`src/rtl/pixel_config_pkg.sv`:
```
// Shared definitions for the MIC4 pixel-config serial link (receiver and serializer).
package pixel_config_pkg;

  localparam int PC_DATA_WIDTH = 15;
  localparam int PC_CNT_WIDTH  = 4;

  typedef enum logic [3:0] {
    RX_IDLE  = 4'b0001,
    RX_SHIFT = 4'b0010,
    RX_WRITE = 4'b0100,
    RX_PEND  = 4'b1000
  } rx_state_e;

endpackage

```
`src/rtl/pixel_config_sync_edge.sv`:
```
// Two-flop synchronizer for S_CLK/S_DATA plus S_CLK rising-edge detect.
// Data is taken from the same stage as the detected edge so the bit lines up with it.
module pixel_config_sync_edge #(
  parameter logic RST_VAL = 1'b1
) (
  input  logic clk,
  input  logic rst,
  input  logic sclk_in,
  input  logic sdata_in,
  output logic rise,
  output logic data
);

  logic sclk_s1_q, sclk_s2_q, sclk_s3_q;
  logic sdata_s1_q, sdata_s2_q;

  // synchronizer chain; resets to idle level so no false edge follows reset
  always_ff @(posedge clk or posedge rst) begin
    if (rst) begin
      sclk_s1_q  <= RST_VAL;
      sclk_s2_q  <= RST_VAL;
      sclk_s3_q  <= RST_VAL;
      sdata_s1_q <= RST_VAL;
      sdata_s2_q <= RST_VAL;
    end else begin
      sclk_s1_q  <= sclk_in;
      sclk_s2_q  <= sclk_s1_q;
      sclk_s3_q  <= sclk_s2_q;
      sdata_s1_q <= sdata_in;
      sdata_s2_q <= sdata_s1_q;
    end
  end

  assign rise = sclk_s2_q & ~sclk_s3_q;
  assign data = sdata_s2_q;

endmodule

```
`src/rtl/pixel_config_receiver.sv`:
```
// Deserializer for the MIC4 pixel-config link feeding a readback FIFO.
// Optional mid-word timeout: define PIXEL_CONFIG_RX_TIMEOUT_EN.
module pixel_config_receiver
  import pixel_config_pkg::*;
#(
  parameter int DATA_WIDTH      = PC_DATA_WIDTH,
  parameter int SHIFT_DIRECTION = 1,
  parameter int CNT_WIDTH       = PC_CNT_WIDTH,
  parameter int TIMEOUT_CYCLES  = 64
) (
  input  logic                  CLK_IN,
  input  logic                  RESET,
  input  logic                  CLEAR,
  input  logic                  S_CLK,
  input  logic                  S_DATA,
  input  logic                  FULL,
  output logic [DATA_WIDTH-1:0] DATA_OUT,
  output logic                  WR_FIFO,
  output logic                  BUSY,
  output logic [15:0]           WORD_CNT,
  output logic                  OVERRUN,
  output logic                  FRAME_ERR
);

  localparam logic [CNT_WIDTH-1:0] CNT_ONE  = CNT_WIDTH'(1);
  localparam logic [CNT_WIDTH-1:0] CNT_LAST = CNT_WIDTH'(DATA_WIDTH);

  rx_state_e             state_q, state_d;
  logic [CNT_WIDTH-1:0]  count_q, count_d, count_inc_s;
  logic [DATA_WIDTH-1:0] shreg_q, shreg_d;
  logic [DATA_WIDTH-1:0] data_out_q, data_out_d;
  logic [15:0]           word_cnt_q, word_cnt_d;
  logic                  busy_q, busy_d;
  logic                  overrun_q, overrun_d;
  logic                  wr_fifo_s;
  logic                  rise_s, bit_s;

  function automatic logic [DATA_WIDTH-1:0] shift_in(input logic [DATA_WIDTH-1:0] w,
                                                      input logic b);
    if (SHIFT_DIRECTION != 0) return {w[DATA_WIDTH-2:0], b};
    else                      return {b, w[DATA_WIDTH-1:1]};
  endfunction

  pixel_config_sync_edge #(.RST_VAL(1'b1)) u_sync (
    .clk      (CLK_IN),
    .rst      (RESET),
    .sclk_in  (S_CLK),
    .sdata_in (S_DATA),
    .rise     (rise_s),
    .data     (bit_s)
  );

  assign count_inc_s = count_q + CNT_ONE;

`ifdef PIXEL_CONFIG_RX_TIMEOUT_EN
  localparam int TW = $clog2(TIMEOUT_CYCLES + 1);
  localparam logic [TW-1:0] TMO_LAST = TW'(TIMEOUT_CYCLES - 1);
  logic [TW-1:0] tmo_q, tmo_d;
  logic          frame_err_q, frame_err_d;

  // idle-cycle counter, only meaningful while mid-word
  always_ff @(posedge CLK_IN or posedge RESET) begin
    if (RESET) begin
      tmo_q       <= {TW{1'b0}};
      frame_err_q <= 1'b0;
    end else begin
      tmo_q       <= tmo_d;
      frame_err_q <= frame_err_d;
    end
  end
  assign FRAME_ERR = frame_err_q;
`else
  logic [31:0] tmo_unused_s;
  assign tmo_unused_s = TIMEOUT_CYCLES;
  assign FRAME_ERR    = 1'b0;
`endif

  // next-state, datapath and strobe; the strobe is gated by FULL in the same cycle
  always_comb begin
    state_d    = state_q;
    count_d    = count_q;
    shreg_d    = shreg_q;
    data_out_d = data_out_q;
    word_cnt_d = word_cnt_q;
    overrun_d  = overrun_q;
    busy_d     = (state_q == RX_PEND) || FULL;
    wr_fifo_s  = (state_q == RX_WRITE) && !FULL && !CLEAR;
`ifdef PIXEL_CONFIG_RX_TIMEOUT_EN
    frame_err_d = frame_err_q;
    tmo_d       = {TW{1'b0}};
    if ((state_q == RX_SHIFT) && !rise_s) tmo_d = tmo_q + TW'(1);
`endif
    if (CLEAR) begin
      state_d = RX_IDLE;
      count_d = {CNT_WIDTH{1'b0}};
    end else begin
      case (state_q)
        RX_IDLE: begin
          count_d = {CNT_WIDTH{1'b0}};
          if (rise_s) begin
            shreg_d = shift_in({DATA_WIDTH{1'b0}}, bit_s);
            count_d = CNT_ONE;
            state_d = RX_SHIFT;
          end
        end
        RX_SHIFT: begin
          if (rise_s) begin
            shreg_d = shift_in(shreg_q, bit_s);
            count_d = count_inc_s;
            if (count_inc_s == CNT_LAST) begin
              data_out_d = shreg_d;
              count_d    = {CNT_WIDTH{1'b0}};
              state_d    = FULL ? RX_PEND : RX_WRITE;
            end
`ifdef PIXEL_CONFIG_RX_TIMEOUT_EN
          end else if (tmo_q == TMO_LAST) begin
            frame_err_d = 1'b1;
            count_d     = {CNT_WIDTH{1'b0}};
            state_d     = RX_IDLE;
`endif
          end
        end
        RX_WRITE: begin
          if (FULL) begin
            state_d = RX_PEND;
            if (rise_s) overrun_d = 1'b1;
          end else begin
            word_cnt_d = word_cnt_q + 16'd1;
            if (rise_s) begin
              shreg_d = shift_in({DATA_WIDTH{1'b0}}, bit_s);
              count_d = CNT_ONE;
              state_d = RX_SHIFT;
            end else begin
              count_d = {CNT_WIDTH{1'b0}};
              state_d = RX_IDLE;
            end
          end
        end
        RX_PEND: begin
          if (rise_s) overrun_d = 1'b1;
          if (!FULL) state_d = RX_WRITE;
        end
        default: begin
          state_d = RX_IDLE;
          count_d = {CNT_WIDTH{1'b0}};
        end
      endcase
    end
  end

  // state and output registers
  always_ff @(posedge CLK_IN or posedge RESET) begin
    if (RESET) begin
      state_q    <= RX_IDLE;
      count_q    <= {CNT_WIDTH{1'b0}};
      shreg_q    <= {DATA_WIDTH{1'b0}};
      data_out_q <= {DATA_WIDTH{1'b0}};
      word_cnt_q <= 16'd0;
      busy_q     <= 1'b0;
      overrun_q  <= 1'b0;
    end else begin
      state_q    <= state_d;
      count_q    <= count_d;
      shreg_q    <= shreg_d;
      data_out_q <= data_out_d;
      word_cnt_q <= word_cnt_d;
      busy_q     <= busy_d;
      overrun_q  <= overrun_d;
    end
  end

  assign DATA_OUT = data_out_q;
  assign WR_FIFO  = wr_fifo_s;
  assign BUSY     = busy_q;
  assign WORD_CNT = word_cnt_q;
  assign OVERRUN  = overrun_q;

endmodule
```
`config.mk`:
```
export PLATFORM = sky130hd
export DESIGN_NAME = pixel_config_receiver
export DESIGN_NICKNAME = d
export VERILOG_FILES = /design/src/rtl/pixel_config_pkg.sv /design/src/rtl/pixel_config_sync_edge.sv /design/src/rtl/pixel_config_receiver.sv
export SDC_FILE = /design/constraint.sdc
export NUM_CORES = 1
export LEC_CHECK = 0
export CAP_MARGIN = 10
export CORE_ASPECT_RATIO = 1.75
export CORE_MARGIN = 3
export CORE_UTILIZATION = 54
export CTS_BUF_LIST = sky130_fd_sc_hd__clkbuf_16
export CTS_CLUSTER_DIAMETER = 100
export CTS_CLUSTER_SIZE = 25
export DETAILED_ROUTE_END_ITERATION = 12
export MAX_ROUTING_LAYER = met4
export PLACE_DENSITY = 0.8
export SLEW_MARGIN = 20
export SYNTH_ARGS = -nofsm -noshare
export SYNTH_HDL_FRONTEND = slang
export SYNTH_SLANG_ARGS = --single-unit
```
`constraint.sdc`:
```
create_clock -name CLK_IN -period 3.2 [get_ports CLK_IN]
set_clock_uncertainty 0.15 [all_clocks]
set_input_delay 0.32 -clock CLK_IN [delete_from_list [all_inputs] [get_ports CLK_IN]]
set_output_delay 0.32 -clock CLK_IN [all_outputs]
set_load 0.01 [all_outputs]
```
# [Word-level counts from Yosys, hierarchy flattened]
# Cells that the tools add are included.
[classes] n_addsub=2 n_eq_ne=14 n_mux=22 bitwise_logic=4 n_reduce_logical=13
[op_table] cell="two-way mux 15 bit" n=3
[op_table] cell="case mux 15 bit (3 select lines)" n=1
[op_table] cell="two-way mux 4 bit" n=11
[op_table] cell="case mux 4 bit (4 select lines)" n=2
[op_table] cell="adder 16 x 1 -> 16 bit, second input constant" n=1
[op_table] cell="inequality test 3 bit, second input constant" n=5
[op_table] cell="AND reduction 4 bit" n=3
[op_table] cell="AND reduction 3 bit" n=3
[op_table] cell="equality test 4 bit, second input constant" n=2
[op_table] cell="inequality test 2 bit, second input constant" n=4
[op_table] cell="adder 4 x 1 -> 4 bit, second input constant" n=1
[op_table] cell="equality test 4 x 1 -> 1 bit, second input constant" n=1
[op_table] cell="equality test 4 x 2 -> 1 bit, second input constant" n=1
[op_table] cell="equality test 4 x 3 -> 1 bit, second input constant" n=1
[op_table] cell="two-way mux 1 bit" n=3
[op_table] cell="NOT 1 bit" n=3
[op_table] cell="nonzero test 3 bit" n=1
[op_table] cell="logical AND 1 bit" n=2
[op_table] cell="zero test 1 bit" n=2
[op_table] cell="two-way mux 2 bit" n=1
[op_table] cell="case mux 1 bit (2 select lines)" n=1
[op_table] cell="nonzero test 2 bit" n=1
[op_table] cell="AND 1 bit" n=1
[op_table] cell="logical OR 1 bit" n=1
[totals] regBits=61 out_inout_bits=35 wordCells=67

# [Depth between registers and ports, before layout]
# Gate-level depths: netlist of the first run.
[logic_depth] word_depth=6 depth_mapped=8 mapped_depth_nobuf=6

# [Cells and area by module]
# A second synthesis of the first run with hierarchy kept.
[unflattened] hier_cells=225 area_unflattened_um2=2802.7
[by_module_without_submodules] module="pixel_config_receiver" instances=1 cells_each=218 area_per_inst_um2=2653.8 seq_area_each_um2=1377.6
[by_module_without_submodules] module="pixel_config_sync_edge" instances=1 cells_each=7 area_per_inst_um2=148.9 seq_area_each_um2=131.4

# [Worst setup path before layout of the first run]
# Ideal clock, no wire load.
[synth_timing] path_type="register to register" start="register count_q[0]" end="register data_out_q[0] (netlist: DATA_OUT[0])" setup_ns=0.125 arrival_ns=2.018 t_required_ns=2.925 slack_ns=0.907 stages_incl_launch_ff=9 n_path_buf=2 path_cell_list="dfrtp_1 -> ha_1 -> nand2b_1 -> o211ai_2 -> nand2_2 -> or4_4 -> buf_6 -> buf_12 -> mux2_4"
[synth_between] elab_chain_len=3
[synth_rtl] item="start: declaration" line_no="pixel_config_receiver.sv:29" rtl="logic [CNT_WIDTH-1:0] count_q, count_d, count_inc_s;"
[synth_rtl] item="start signal: assignment" line_no="pixel_config_receiver.sv:155" rtl="count_q <= {CNT_WIDTH{1'b0}};"
[synth_rtl] item="start signal: assignment" line_no="pixel_config_receiver.sv:163" rtl="count_q <= count_d;"
[synth_rtl] item="adder 4 x 1 -> 4 bit" line_no="pixel_config_receiver.sv:53" rtl="assign count_inc_s = count_q + CNT_ONE;"
[synth_rtl] item="equality test 4 bit" line_no="pixel_config_receiver.sv:110" rtl="if (count_inc_s == CNT_LAST) begin"
[synth_rtl] item="AND reduction 4 bit (no source line)"
[synth_rtl] item="end signal: assignment" line_no="pixel_config_receiver.sv:157" rtl="data_out_q <= {DATA_WIDTH{1'b0}};"
[synth_rtl] item="end signal: assignment" line_no="pixel_config_receiver.sv:165" rtl="data_out_q <= data_out_d;"
[synth_rtl] item="end: declaration" line_no="pixel_config_receiver.sv:31" rtl="logic [DATA_WIDTH-1:0] data_out_q, data_out_d;"
# Every way passes these cells.
# A chain may end at the register's enable or synchronous reset.

# [Final worst setup path of the first run]
[layout_timing] start="register state_q[3]" end="output port WR_FIFO"
[layout_between] elab_chain_len=3
[layout_rtl] item="start: declaration" line_no="pixel_config_receiver.sv:28" rtl="rx_state_e state_q, state_d;"
[layout_rtl] item="start signal: assignment" line_no="pixel_config_receiver.sv:162" rtl="state_q <= state_d;"
[layout_rtl] item="equality test 4 x 3 -> 1 bit" line_no="pixel_config_receiver.sv:87" rtl="wr_fifo_s = (state_q == RX_WRITE) && !FULL && !CLEAR;"
[layout_rtl] item="logical AND 1 bit (2 in series)" line_no="pixel_config_receiver.sv:87"
[layout_rtl] item="end: declaration" line_no="pixel_config_receiver.sv:18" rtl="output logic WR_FIFO,"
# Every way passes these cells.

==> flow_summary.json, run 1 <==
{
  "outcome": "finished clean",
  "core_area_um2": 4790,
  "crit_start": "state_q[3]",
  "ios": 41,
  "rr_endpoint": "DATA_OUT[8]",
  "initial_utilization_pct": 57.42,
  "power.leakage_nw": 1.550,
  "antenna_left": 0,
  "timing.fmax_ghz": 0.3842,
  "ys.flop_type": "dfrtp_1",
  "final_area_um2": 3487,
  "cts_sinks": 60,
  "synth_area_um2": 2750,
  "ff2ff_path_depth": 6,
  "wl_um": 5110,
  "chipWidth_um": 59.95,
  "final_layout_size_suffix_gt1_share_pct": 17.23,
  "report.final.slew_viol_count": 0,
  "period_share_pct": 81.34,
  "critPathKind": "register to output port",
  "cts-root-buf": "clkbuf_16",
  "hpwl_um": 3562,
  "die_height_um": 100.4,
  "drc": 0,
  "place_area_um2": 3162,
  "cp_data_required_time_ps": 2730,
  "clock_latency_ps": 320,
  "finalNetCount": 300,
  "max_cap_viol_count": 0,
  "syn_inst": 249,
  "wire_per_inst_um": 14.68,
  "vias": 1931,
  "reg2reg_slack_ps": 860,
  "n_fill_cell": 339,
  "ys_seq_area_share_pct": 54.87,
  "avgViaCountPerCell": 5.549,
  "setup.worst_path.end_class": "output port",
  "synth-edff-count": 0,
  "rsz0062_at_grt": "no",
  "grt_usage_pct": 19.41,
  "cts_made_buffers": 9,
  "yosys.area.top_type_share_pct": 49.14,
  "drt_pass1_iterations": 4,
  "setup_viol": 0,
  "first_global_vias": 1928,
  "ys_seq_elements": 60,
  "drt_iter0_drc": 49,
  "yosys.area.top_type": "dfrtp_1",
  "yosys_warnings": 0,
  "grt_pass1_wl_um": 8631,
  "holdPathStages": 0,
  "gp_congestion": 0.7900,
  "worst_pin_slew_ps": 924.5,
  "cts_hold_buf": 0,
  "seq_area_um2": 1509,
  "min-delay-start": "u_sync.sdata_s1_q",
  "grt_max_degree": 47,
  "synth_cell_type_count": 49,
  "synth-async-reset-ratio_pct": 100.0,
  "dieArea_um2": 6019,
  "rows": 33,
  "post_cts_buffers": 0,
  "h-tree-depth": 3,
  "portBuffers": 39,
  "maxSlewHeadroom_pct": 38.28,
  "num_antenna_cells": 0,
  "cts.reportedPaths.clkPinSlew_ps": 50,
  "hold_class": "register to register",
  "hold_viol_final": 0,
  "clk_path_buf_depth": 2,
  "grt_antenna_before_repair": 0,
  "synth_area_leaders": "dfrtp_1 49%, dfstp_2 5.7%, mux2_4 5.5%",
  "worstPathArrival_ps": 2130,
  "grt_overflow": 0,
  "holdPathEnd": "u_sync.data",
  "cts_tree": "done",
  "ir_drop_uv": 569.1,
  "fin_crit_ps": 2603,
  "synthesis.nets": 258,
  "synth.cells.most_frequent": "54 x dfrtp_1, 36 x nand2_1, 15 x nor2_1",
  "cts.repair.resized": 0,
  "r2r-start": "count_q[0]",
  "start_kind": "register",
  "syn_area_per_cell_um2": 11.04,
  "p_per_area_nw_per_um2": 536.6,
  "layout-area-overhead-vs-synth_pct": 26.80,
  "multi_input_area_um2": 1134,
  "path_max_fanout": 12,
  "yosysMostFrequentCell": "dfrtp_1",
  "final.setup.tns_ps": 0
}
==> logic make-up after synthesis <==
family,Yosys count,share of synthesized area (%)
simple gates,94,17.70
other cells,1,0.1364
buf+inv,20,3.913
fa+ha+maj,3,1.365
flops,60,54.87
compound gates,38,8.599
mux,17,8.325
xor+xnor,16,5.095
==> cell type report <==
class	count	area share [%]
multi-input combinational	169	32.51
tap	52	1.866
inverter	7	0.7535
clock inverter	7	2.870
clock buffer	9	6.459
timing repair buffer	44	12.27
sequential	60	43.27
==> metal layers <==
| layer | vias to the layer above | GRT usage (%) | part of all wire (%) |
|---|---|---|---|
| met5 | - | - | 0 |
| met4 | 0 | 9.044 | 2.0 |
| met3 | 10 | 5.019 | 3.4 |
| met2 | 46 | 32.08 | 54 |
| met1 | 941 | 21.14 | 40 |
| li1 | 934 | - | - |
==> layout by cell type (no fill, tap or decap), types with 3 or more instances in the layout <==
cell and instances:
a21oi_1 7, and3_1 6, buf_4 5, clkbuf_16 9
clkdlybuf4s50_1 39, clkinvlp_4 3, dfrtp_1 54, dfstp_2 6
ha_1 3, inv_1 6, mux2_2 5, mux2_4 10
nand2_1 36, nand2b_1 5, nand3_1 5, nand3b_1 3
nand4_1 6, nor2_1 15, nor3_1 3, o21ai_0 12
o21ai_1 6, xnor2_1 11, xor2_1 5
==> report_power, final <==
group          internal [W]  switching, W  leakage [nW]
sequential         0.000775     0.0000121         0.802
clock              0.000684      0.000339         0.148
combinational     0.0000236     0.0000380         0.600
total               0.00148      0.000389          1.55
==> worst max-delay path: stages, from the launching register on <==
cell	delay [ps]
dfrtp_1	520
nor2_1	260
and4b_1	430
clkdlybuf4s50_1	610
==> through the flow <==
stage	setup WS [ps]	power, W	hold slack (ps)	std cells	util, %
final	597.1	0.001871	205.1	348	72.81
after floorplan	907.3	0.0008404	174.5	249	-
after global routing	475.8	0.001926	212.1	348	72.81
after global placement	863.6	0.0008607	197.1	332	66.01
after CTS	594.1	0.001890	206.6	348	72.81
after detailed placement	860.8	0.0008622	198.8	332	66.01
==> flip-flops by register name, indices dropped and copies added, names as in the netlist <==
register and flops:
OVERRUN 1, u_sync.sclk_s1_q 1, count_q 4, u_sync.sdata_s1_q 1
u_sync.sclk_s3_q 1, u_sync.sclk_s2_q 1, BUSY 1, u_sync.data 1
DATA_OUT 15, WORD_CNT 16, state_q 4, shreg_q 14
==> worst max path at each step <==
stage / to / slack (ps) / depth (start not counted)
global route: WR_FIFO / 480 / 3
finish: WR_FIFO / 600 / 3
floorplan: DATA_OUT[0] / 910 / 8
global placement: WR_FIFO / 860 / 3
detailed placement: WR_FIFO / 860 / 3
CTS: WR_FIFO / 590 / 3
(Power assumes the default switching activity.)
==> inputs of run 2 (changes only) <==
- CORE_UTILIZATION: 54 -> 48
- PLACE_DENSITY: 0.8 -> 0.75
- clock period: 3.2 -> 2.3 ns (I/O delays scaled with it)
==> flow_summary.json, run 2 (synthesized netlist as in run 1, its figures left out) <==
{
  "antenna_left": 0,
  "crit_start": "count_q[0]",
  "fin_hold_ws_ps": 145.6,
  "grt_antenna_before_repair": 0,
  "fin_crit_ps": 2243,
  "layout-area-overhead-vs-synth_pct": 31.98,
  "vias": 2010,
  "critPathKind": "register to register",
  "final_common_cell": "dfrtp_1",
  "power_w": 0.002370,
  "place_area_um2": 3297,
  "p_per_area_nw_per_um2": 653.0,
  "max_cap_viol_count": 0,
  "cts_made_buffers": 9,
  "timing.fmax_ghz": 0.4459,
  "fin_util_pct": 67.39,
  "cts_tree": "done",
  "core_area_um2": 5386,
  "wl_um": 5587,
  "path_delay_family": "simple AND/OR/NAND/NOR gates",
  "start_kind": "register",
  "clk_path_buf_depth": 2,
  "h-tree-depth": 3,
  "r2r-start": "count_q[0]",
  "hpwl_um": 3771,
  "report.final.slew_viol_count": 0,
  "num_antenna_cells": 0,
  "setup_viol": 0,
  "rsz0062_at_grt": "yes",
  "cp_data_required_time_ps": 2360,
  "period_share_pct": 97.50,
  "first_global_vias": 2047,
  "ios": 41,
  "hold_class": "input pin to asynchronous set/reset pin",
  "pre_cts_slack_ps": 70.53,
  "portBuffers": 39,
  "finalWorstSetupSlack_ps": 57.46,
  "grt_max_degree": 29,
  "wire_per_inst_um": 14.51,
  "path_max_fanout": 8,
  "pwr-share-seq_pct": 46.1,
  "p_clk_share_pct": 49.6,
  "initial_utilization_pct": 51.06,
  "ir_drop_uv": 473.8,
  "comb_power_share_pct": 4.3,
  "clock_latency_ps": 320,
  "p_sw_w": 0.0005301,
  "grt_overflow": 0,
  "p_sw_share_pct": 22.37,
  "worst-path-buf-inv": 0,
  "worstPathArrival_ps": 2300,
  "critPathMaxStageDelay_ps": 640,
  "worst_pin_slew_ps": 580.9,
  "grt_usage_pct": 18.74,
  "grt_pass1_wl_um": 9494,
  "cts_sinks": 60,
  "p_int_w": 0.001840,
  "hold_viol_final": 0,
  "final_area_um2": 3630,
  "outcome": "finished clean",
  "most-common-layout-cells": "54 x dfrtp_1, 38 x clkdlybuf4s50_1, 36 x nand2_1",
  "path_cells": "ha_2, nand2b_4, o211ai_2, nand2_2, or4_4, mux2_4",
  "final_layout_size_suffix_gt1_share_pct": 22.51,
  "die_height_um": 106.1,
  "critPathSlowestCell": "or4_4",
  "setup.worst_path.end_class": "register",
  "gp_congestion": 0.8411,
  "drt_iter0_drc": 64,
  "maxSlewHeadroom_pct": 61.22,
  "power.leakage_nw": 1.634,
  "avgViaCountPerCell": 5.221,
  "dieArea_um2": 6710,
  "cts.reportedPaths.clkPinSlew_ps": 50,
  "drt_pass1_iterations": 4,
  "cts-root-buf": "clkbuf_16",
  "largest_reg_flops": 16,
  "rows": 35,
  "drc": 0,
  "finalNetCount": 315,
  "chipWidth_um": 63.22
}
==> run 2: cell count changes in the layout (fill, tap and decap cells not counted), moves of 2 or more <==
cell and delta:
buf_12 +2, buf_4 +12, bufinv_16 -2, mux2_1 -2, mux2_4 +2
==> run 2: worst paths after layout <==
path | slack [ps] | to | cells after the start
max | 60 | DATA_OUT[12] | 6
min | 150 | shreg_q[2] | 2
max reg2reg | 60 | DATA_OUT[12] | 6
min reg2reg | 200 | u_sync.sclk_s2_q | 0
max in group asynchronous | 1230 | u_sync.sclk_s3_q | 3
min in group CLK_IN | 160 | u_sync.sdata_s1_q | 1
==> run 2: through the flow <==
step | std cells | setup TNS, ps
after CTS | 381 | 0
after global placement | 365 | 0
after global routing | 385 | -0.7250
after detailed placement | 365 | 0
after floorplan | 249 | 0
final | 385 | 0
==> run 2: cell type report <==
type,instances,area (µm²)
inverters,7,26.28
multi-input cells,170,1172
fillers,403,1757
clock buffers,9,225.2
well taps,74,92.59
repair buffers,58,560.5
clock inverters,7,43.79
flip-flops and latches,60,1509
==> run 2: worst reg2reg max path, cell delays in order (launching register included) <==
cell and delay (ps):
dfrtp_1 390, ha_2 190, nand2b_4 130, o211ai_2 190
nand2_2 100, or4_4 640, mux2_4 340
==> run 2: repair_timing <==
item,4_1_cts,5_1_grt
setup buffers,0,3
hold buffers,0,0
gates cloned,0,1
resized for setup,1,8
endpoints found under the hold margin,0,0
setup endpoints to repair,1,13
pin swaps,0,5
==> run 2: power groups by stage <==
stage / Sequential, W / Combinational, W / Clock, W
3_3_place_gp: 0.00111 / 0.0000995 / 0
3_5_place_dp: 0.00111 / 0.000102 / 0
6_report: 0.00109 / 0.000101 / 0.00118
4_1_cts: 0.00109 / 0.000103 / 0.00121
2_1_floorplan: 0.00110 / 0.0000660 / 0
5_1_grt: 0.00109 / 0.000114 / 0.00126
==> run 2: routing by layer <==
layer | track usage [%] | part of all wire (%) | vias to the layer above | wire, µm
met5 | - | 0 | - | 0
met4 | 10.36 | 3.3 | 0 | 184
met3 | 4.968 | 3.8 | 17 | 210
met2 | 31.29 | 54 | 43 | 3001
met1 | 20.01 | 39 | 981 | 2191
li1 | - | - | 969 | -
